`src/rtl/mem_access_bridge.sv`:
```
// mem_access_bridge: MEM-stage data-bus master that stalls the pipeline until a load/store completes on the bus
module mem_access_bridge #(
  parameter int TIMEOUT_CYC = 1023
) (
  input  logic        clk,
  input  logic        rst,
  input  logic        mem_en_i,
  input  logic [3:0]  memwrite_i,
  input  logic [1:0]  size_i,
  input  logic [31:0] addr_i,
  input  logic [31:0] wdata_i,
  input  logic        flush_i,
  input  logic        pipe_stall_i,
  output logic        stall_o,
  output logic [31:0] rdata_o,
  output logic        rdata_valid_o,
  output logic        bus_err_o,
  output logic        data_req_o,
  output logic        data_wr_o,
  output logic [1:0]  data_size_o,
  output logic [3:0]  data_wstrb_o,
  output logic [31:0] data_addr_o,
  output logic [31:0] data_wdata_o,
  input  logic        data_addr_ok_i,
  input  logic        data_data_ok_i,
  input  logic [31:0] data_rdata_i
);
  localparam int CW = $clog2(TIMEOUT_CYC + 1);
  typedef enum logic [1:0] {IDLE, REQ, WAIT, DONE} state_t;
  state_t state, state_n;
  logic [CW-1:0] cnt;
  logic wr_q, cancel_q, launch, busy, tmo, fin, cancel;
  logic [1:0] size_q, size_m;
  logic [3:0] strb_q;
  logic [31:0] addr_q, wdata_q, rdata_q, wrep;
  always_comb begin
    size_m = size_i == 2'd3 ? 2'd2 : size_i;
    wrep = size_m == 2'd0 ? {4{wdata_i[7:0]}} : size_m == 2'd1 ? {2{wdata_i[15:0]}} : wdata_i;
    launch = state == IDLE && mem_en_i && !flush_i;
    busy = state == REQ || state == WAIT;
    tmo = busy && cnt == CW'(TIMEOUT_CYC);
    fin = !tmo && data_data_ok_i && (state == WAIT || (state == REQ && data_addr_ok_i));
    cancel = cancel_q || flush_i;
    state_n = state;
    case (state)
      IDLE: if (launch) state_n = REQ;
      REQ, WAIT:
        if (tmo || (fin && cancel)) state_n = IDLE;
        else if (fin) state_n = DONE;
        else if (state == REQ && data_addr_ok_i) state_n = WAIT;
      DONE: if (flush_i || !pipe_stall_i) state_n = IDLE;
      default: state_n = IDLE;
    endcase
    stall_o = launch || busy;
    data_req_o = state == REQ && !tmo;
    rdata_valid_o = state == DONE && !wr_q;
    bus_err_o = tmo;
    rdata_o = rdata_q;
    data_wr_o = wr_q;
    data_size_o = size_q;
    data_wstrb_o = strb_q;
    data_addr_o = addr_q;
    data_wdata_o = wdata_q;
  end
  always_ff @(posedge clk) begin
    if (rst) begin
      state <= IDLE;
      cnt <= '0;
      cancel_q <= 1'b0;
      wr_q <= 1'b0;
      size_q <= '0;
      strb_q <= '0;
      addr_q <= '0;
      wdata_q <= '0;
      rdata_q <= '0;
    end else begin
      state <= state_n;
      if (launch) begin
        wr_q <= |memwrite_i;
        size_q <= size_m;
        strb_q <= memwrite_i;
        addr_q <= addr_i;
        wdata_q <= wrep;
        cnt <= '0;
        cancel_q <= 1'b0;
      end
      if (busy) begin
        cnt <= cnt + CW'(1);
        cancel_q <= cancel && state_n != IDLE;
      end
      if (fin && !cancel && !wr_q) rdata_q <= data_rdata_i;
    end
  end
endmodule

```
`config.mk`:
```
export PLATFORM = sky130hd
export DESIGN_NAME = mem_access_bridge
export DESIGN_NICKNAME = d
export VERILOG_FILES = /design/src/rtl/mem_access_bridge.sv
export SDC_FILE = /design/constraint.sdc
export NUM_CORES = 1
export LEC_CHECK = 0
export BUFFER_PORTS_ARGS = -buffer_cell sky130_fd_sc_hd__buf_2
export CELL_PAD_IN_SITES_DETAIL_PLACEMENT = 1
export CELL_PAD_IN_SITES_GLOBAL_PLACEMENT = 1
export CORE_MARGIN = 3
export CORE_UTILIZATION = 30
export DETAILED_ROUTE_END_ITERATION = 6
export MAX_ROUTING_LAYER = met4
export PLACE_DENSITY_LB_ADDON = 0.15
export SLEW_MARGIN = 20
export SYNTH_ARGS = -nofsm -noshare
export SYNTH_HDL_FRONTEND = slang
export SYNTH_SLANG_ARGS = --single-unit
```
`constraint.sdc`:
```
create_clock -name clk -period 2.1 [get_ports clk]
set_input_delay 0.21 -clock clk [delete_from_list [all_inputs] [get_ports clk]]
set_output_delay 0.21 -clock clk [all_outputs]
set_load 0.02 [all_outputs]
```
==> impl_metrics.csv <==
group,metric,value,unit
finish,drive_above_1_share,0.339,
floorplan,die_w,135,µm
floorplan,die_area,18300,µm²
critical_path,crit_chain,"inv_1 > ha_4 > and3b_2 > nor2_2 > inv_2 > buf_2",
timing,period_minus_slack,1.98,ns
cts,clk_pin_slew,0.05,ns
timing,rsz0062_at_grt,"false",
finish,mostFrequentLayoutCell,"buf_2",
floorplan,core-area,16100,µm²
global_routing,grt_overflow_total,0,
critical_path,cp.arrival,1.77,ns
critical_path,path_buf_inv,3,
worst_hold_path,hp-class,"in2reg",
floorplan,ios,216,
timing,fin_skew,0.00788,ns
finish,seq_area,2330,µm²
finish,utilization,0.430,
placed_design,gp_congestion,0.794,
finish,final_cell_mix,"214 x buf_2, 133 x nand2_1, 113 x dfxtp_1",
critical_path,path_class,"reg2out",
cts,cts.sinks,116,
critical_path,crit_path_max_incr_delay,0.36,ns
critical_path,end_kind,"output pin",
cts,insertion_delay,0.41,ns
logic_synthesis,synth_cells,588,
logic_synthesis,synth_area_per_cell,8.54,µm²
power_and_ir_drop,powerDensity,830,nW/µm²
timing,slew_headroom,0.653,
critical_path,slowest_stage,"dfxtp_4",
placed_design,dp_hpwl,12.1,mm
cts,clockBufferDepth,2,
timing,clock.fmax,0.505,GHz
drt,route.detailed.drc,0,
logic_synthesis,synth_area,5020,µm²
critical_path,startpoint_type,"flop",
power_and_ir_drop,vdd_ir_drop_max,0.544,mV
finish,nNetsFinal,908,
power_and_ir_drop,leakagePower,0.00305,µW
logic_synthesis,seq_area_frac_synth,0.462,
global_routing,grt_usage,0.185,
power_and_ir_drop,power,5750,µW
timing,final_max_slew_viol_count,0,
drt,firstDrtPassIters,4,
finish,synthToLayoutAreaGrowth,38.0,%
drt,detail-route-antenna-nets,0,
logic_synthesis,synth.distinct_cells,42,
timing,fin_setup_tns,0,ns
timing,setup-violations-final,0,
cts,ctsHoldBuffers,0,
cts,cts_max_level,4,
logic_synthesis,synth_nets,702,
timing,timing.final.crit_share,0.944,
finish,multiInputGateArea,2500,µm²
global_routing,grt_pass1_wl,26.3,mm
finish,fillers,1994,
logic_synthesis,synth_seq_cells,116,
critical_path,cp.required,1.89,ns
floorplan,row_count,46,
drt,viasPerCell,4.75,
floorplan,start_util,0.312,
timing,tightest_slew,0.519,ns
drt,wire_per_inst,16.3,µm
cts,cts_tree,"done",
drt,vias,4851,
critical_path,cp_max_fo,7,
drt,drt_iter0_drc,204,
global_routing,grt_max_degree,64,
floorplan,die_y,135,µm
timing,hold_viol_final,0,
global_routing,grt_pass1_vias,5122,
logic_synthesis,yosysWarnings,0,
run,maxCapViolations,0,
cts,clockRootBuffer,"clkbuf_16",
timing,hold_ws,0.0330,ns
placed_design,port-buffer-count,215,
status,status,"finished, final reports clean",
critical_path,cpLargestDelayFamily,"buffers and inverters",
global_routing,antenna_found_initial,1,
cts,cts_buffers,17,
drt,wl,16.6,mm
-- registers in the layout, indices dropped and copies added (netlist names) --
register      count
data_wstrb_o      4
data_size_o       2
data_addr_o      32
cnt              10
data_wr_o         1
cancel_q          1
data_wdata_o     32
state             2
rdata_o          32
-- per-stage QoR --
step / std cells / setup WS (ns) / cell area, µm²
finish: 1022 / 0.118 / 6930
global route: 1022 / 0.0267 / 6930
detailed placement: 989 / 0.0724 / 6330
CTS: 1019 / 0.0254 / 6890
floorplan: 588 / 0.141 / 5020
global placement: 989 / 0.249 / 6330
-- worst register-to-register path: cells and delay by family, from the launching register on --
kind	cells	cell delay, ns
adder cells (fa/ha/maj)	1	0.23
buffers and inverters	4	0.71
flip-flops	1	0.36
multiplexers	1	0.22
AND/OR/NAND/NOR	2	0.33
-- cell usage after synthesis --
| cell | number | share of area |
|---|---|---|
| o211ai_1 | 1 | 0.0015 |
| nor3_1 | 2 | 0.0020 |
| a311oi_1 | 13 | 0.023 |
| nand2_1 | 133 | 0.099 |
| mux2i_1 | 49 | 0.098 |
| o41ai_1 | 1 | 0.0017 |
| nand3_2 | 1 | 0.0020 |
| inv_1 | 4 | 0.0030 |
| a21oi_1 | 64 | 0.064 |
| and4_1 | 1 | 0.0017 |
| nand3b_1 | 5 | 0.0075 |
| nor2_1 | 25 | 0.019 |
| nor4_4 | 2 | 0.0085 |
| buf_6 | 3 | 0.0067 |
| buf_1 | 6 | 0.0045 |
| a32o_1 | 1 | 0.0020 |
| nand4b_1 | 1 | 0.0017 |
| clkbuf_1 | 28 | 0.021 |
| and2_1 | 2 | 0.0025 |
| nor3b_1 | 1 | 0.0015 |
| nor2b_1 | 2 | 0.0025 |
| a211oi_1 | 8 | 0.012 |
| and3b_1 | 1 | 0.0017 |
| nand2b_1 | 65 | 0.081 |
| a21bo_2 | 1 | 0.0020 |
| nand4_1 | 1 | 0.0012 |
| and3_1 | 1 | 0.0012 |
| a41oi_1 | 3 | 0.0052 |
| a32oi_1 | 1 | 0.0017 |
| nand4_2 | 1 | 0.0025 |
| or2_2 | 1 | 0.0012 |
| or4b_1 | 1 | 0.0020 |
| o31ai_1 | 1 | 0.0015 |
| a21o_1 | 1 | 0.0015 |
| dfxtp_1 | 116 | 0.46 |
| or3_1 | 2 | 0.0025 |
| o21ai_0 | 21 | 0.021 |
| nand3_1 | 4 | 0.0040 |
| a22o_1 | 1 | 0.0017 |
| a221oi_1 | 1 | 0.0017 |
| buf_2 | 7 | 0.0070 |
| ha_1 | 5 | 0.012 |
-- area by class of cell --
cell class / instances / area share
clock buffers: 21 / 0.0679
inverters: 4 / 0.00217
clock inverters: 9 / 0.0117
repair buffers: 231 / 0.181
diodes: 1 / 0.000361
well taps: 216 / 0.0390
flip-flops and latches: 116 / 0.336
multi-input cells: 424 / 0.361
-- metal layers --
metal,share of wire,GRT usage,wire length [µm]
met5,0,-,0
met4,0.016,0.0638,264
met3,0.080,0.0672,1330
met2,0.46,0.287,7610
met1,0.45,0.224,7410
-- path summary, 6_finish.rpt --
path                                 startpoint         endpoint  slack, ns  depth (start not counted)
worst max-delay path                   state[0]          stall_o       0.12                          6
worst max register to register         state[0]       rdata_o[2]       0.18                          8
worst min register to register  data_addr_o[21]  data_addr_o[21]       0.45                          2
worst min-delay path                 addr_i[30]  data_addr_o[30]       0.03                          3
-- logic make-up after synthesis --
kind of cell    count (synthesis)  share of synthesized area
fa+ha+maj                       5                     0.0125
mux                            49                     0.0977
flops                         116                      0.462
buf+inv                        48                     0.0421
compound gates                118                      0.140
simple gates                  252                      0.245
-- power breakdown --
group | switching, µW | internal (µW) | leakage, µW
clock network | 1010 | 1700 | 0.000267
logic | 434 | 281 | 0.00184
registers | 48.0 | 2290 | 0.000945
total | 1490 | 4270 | 0.00305
-- repair_timing --
item / CTS / global route
setup buffers: 0 / 1
pin swaps: 1 / 2
endpoints found under the setup margin: 3 / 3
resized for setup: 4 / 5
gates cloned: 0 / 1
(Power assumes the default switching activity.)
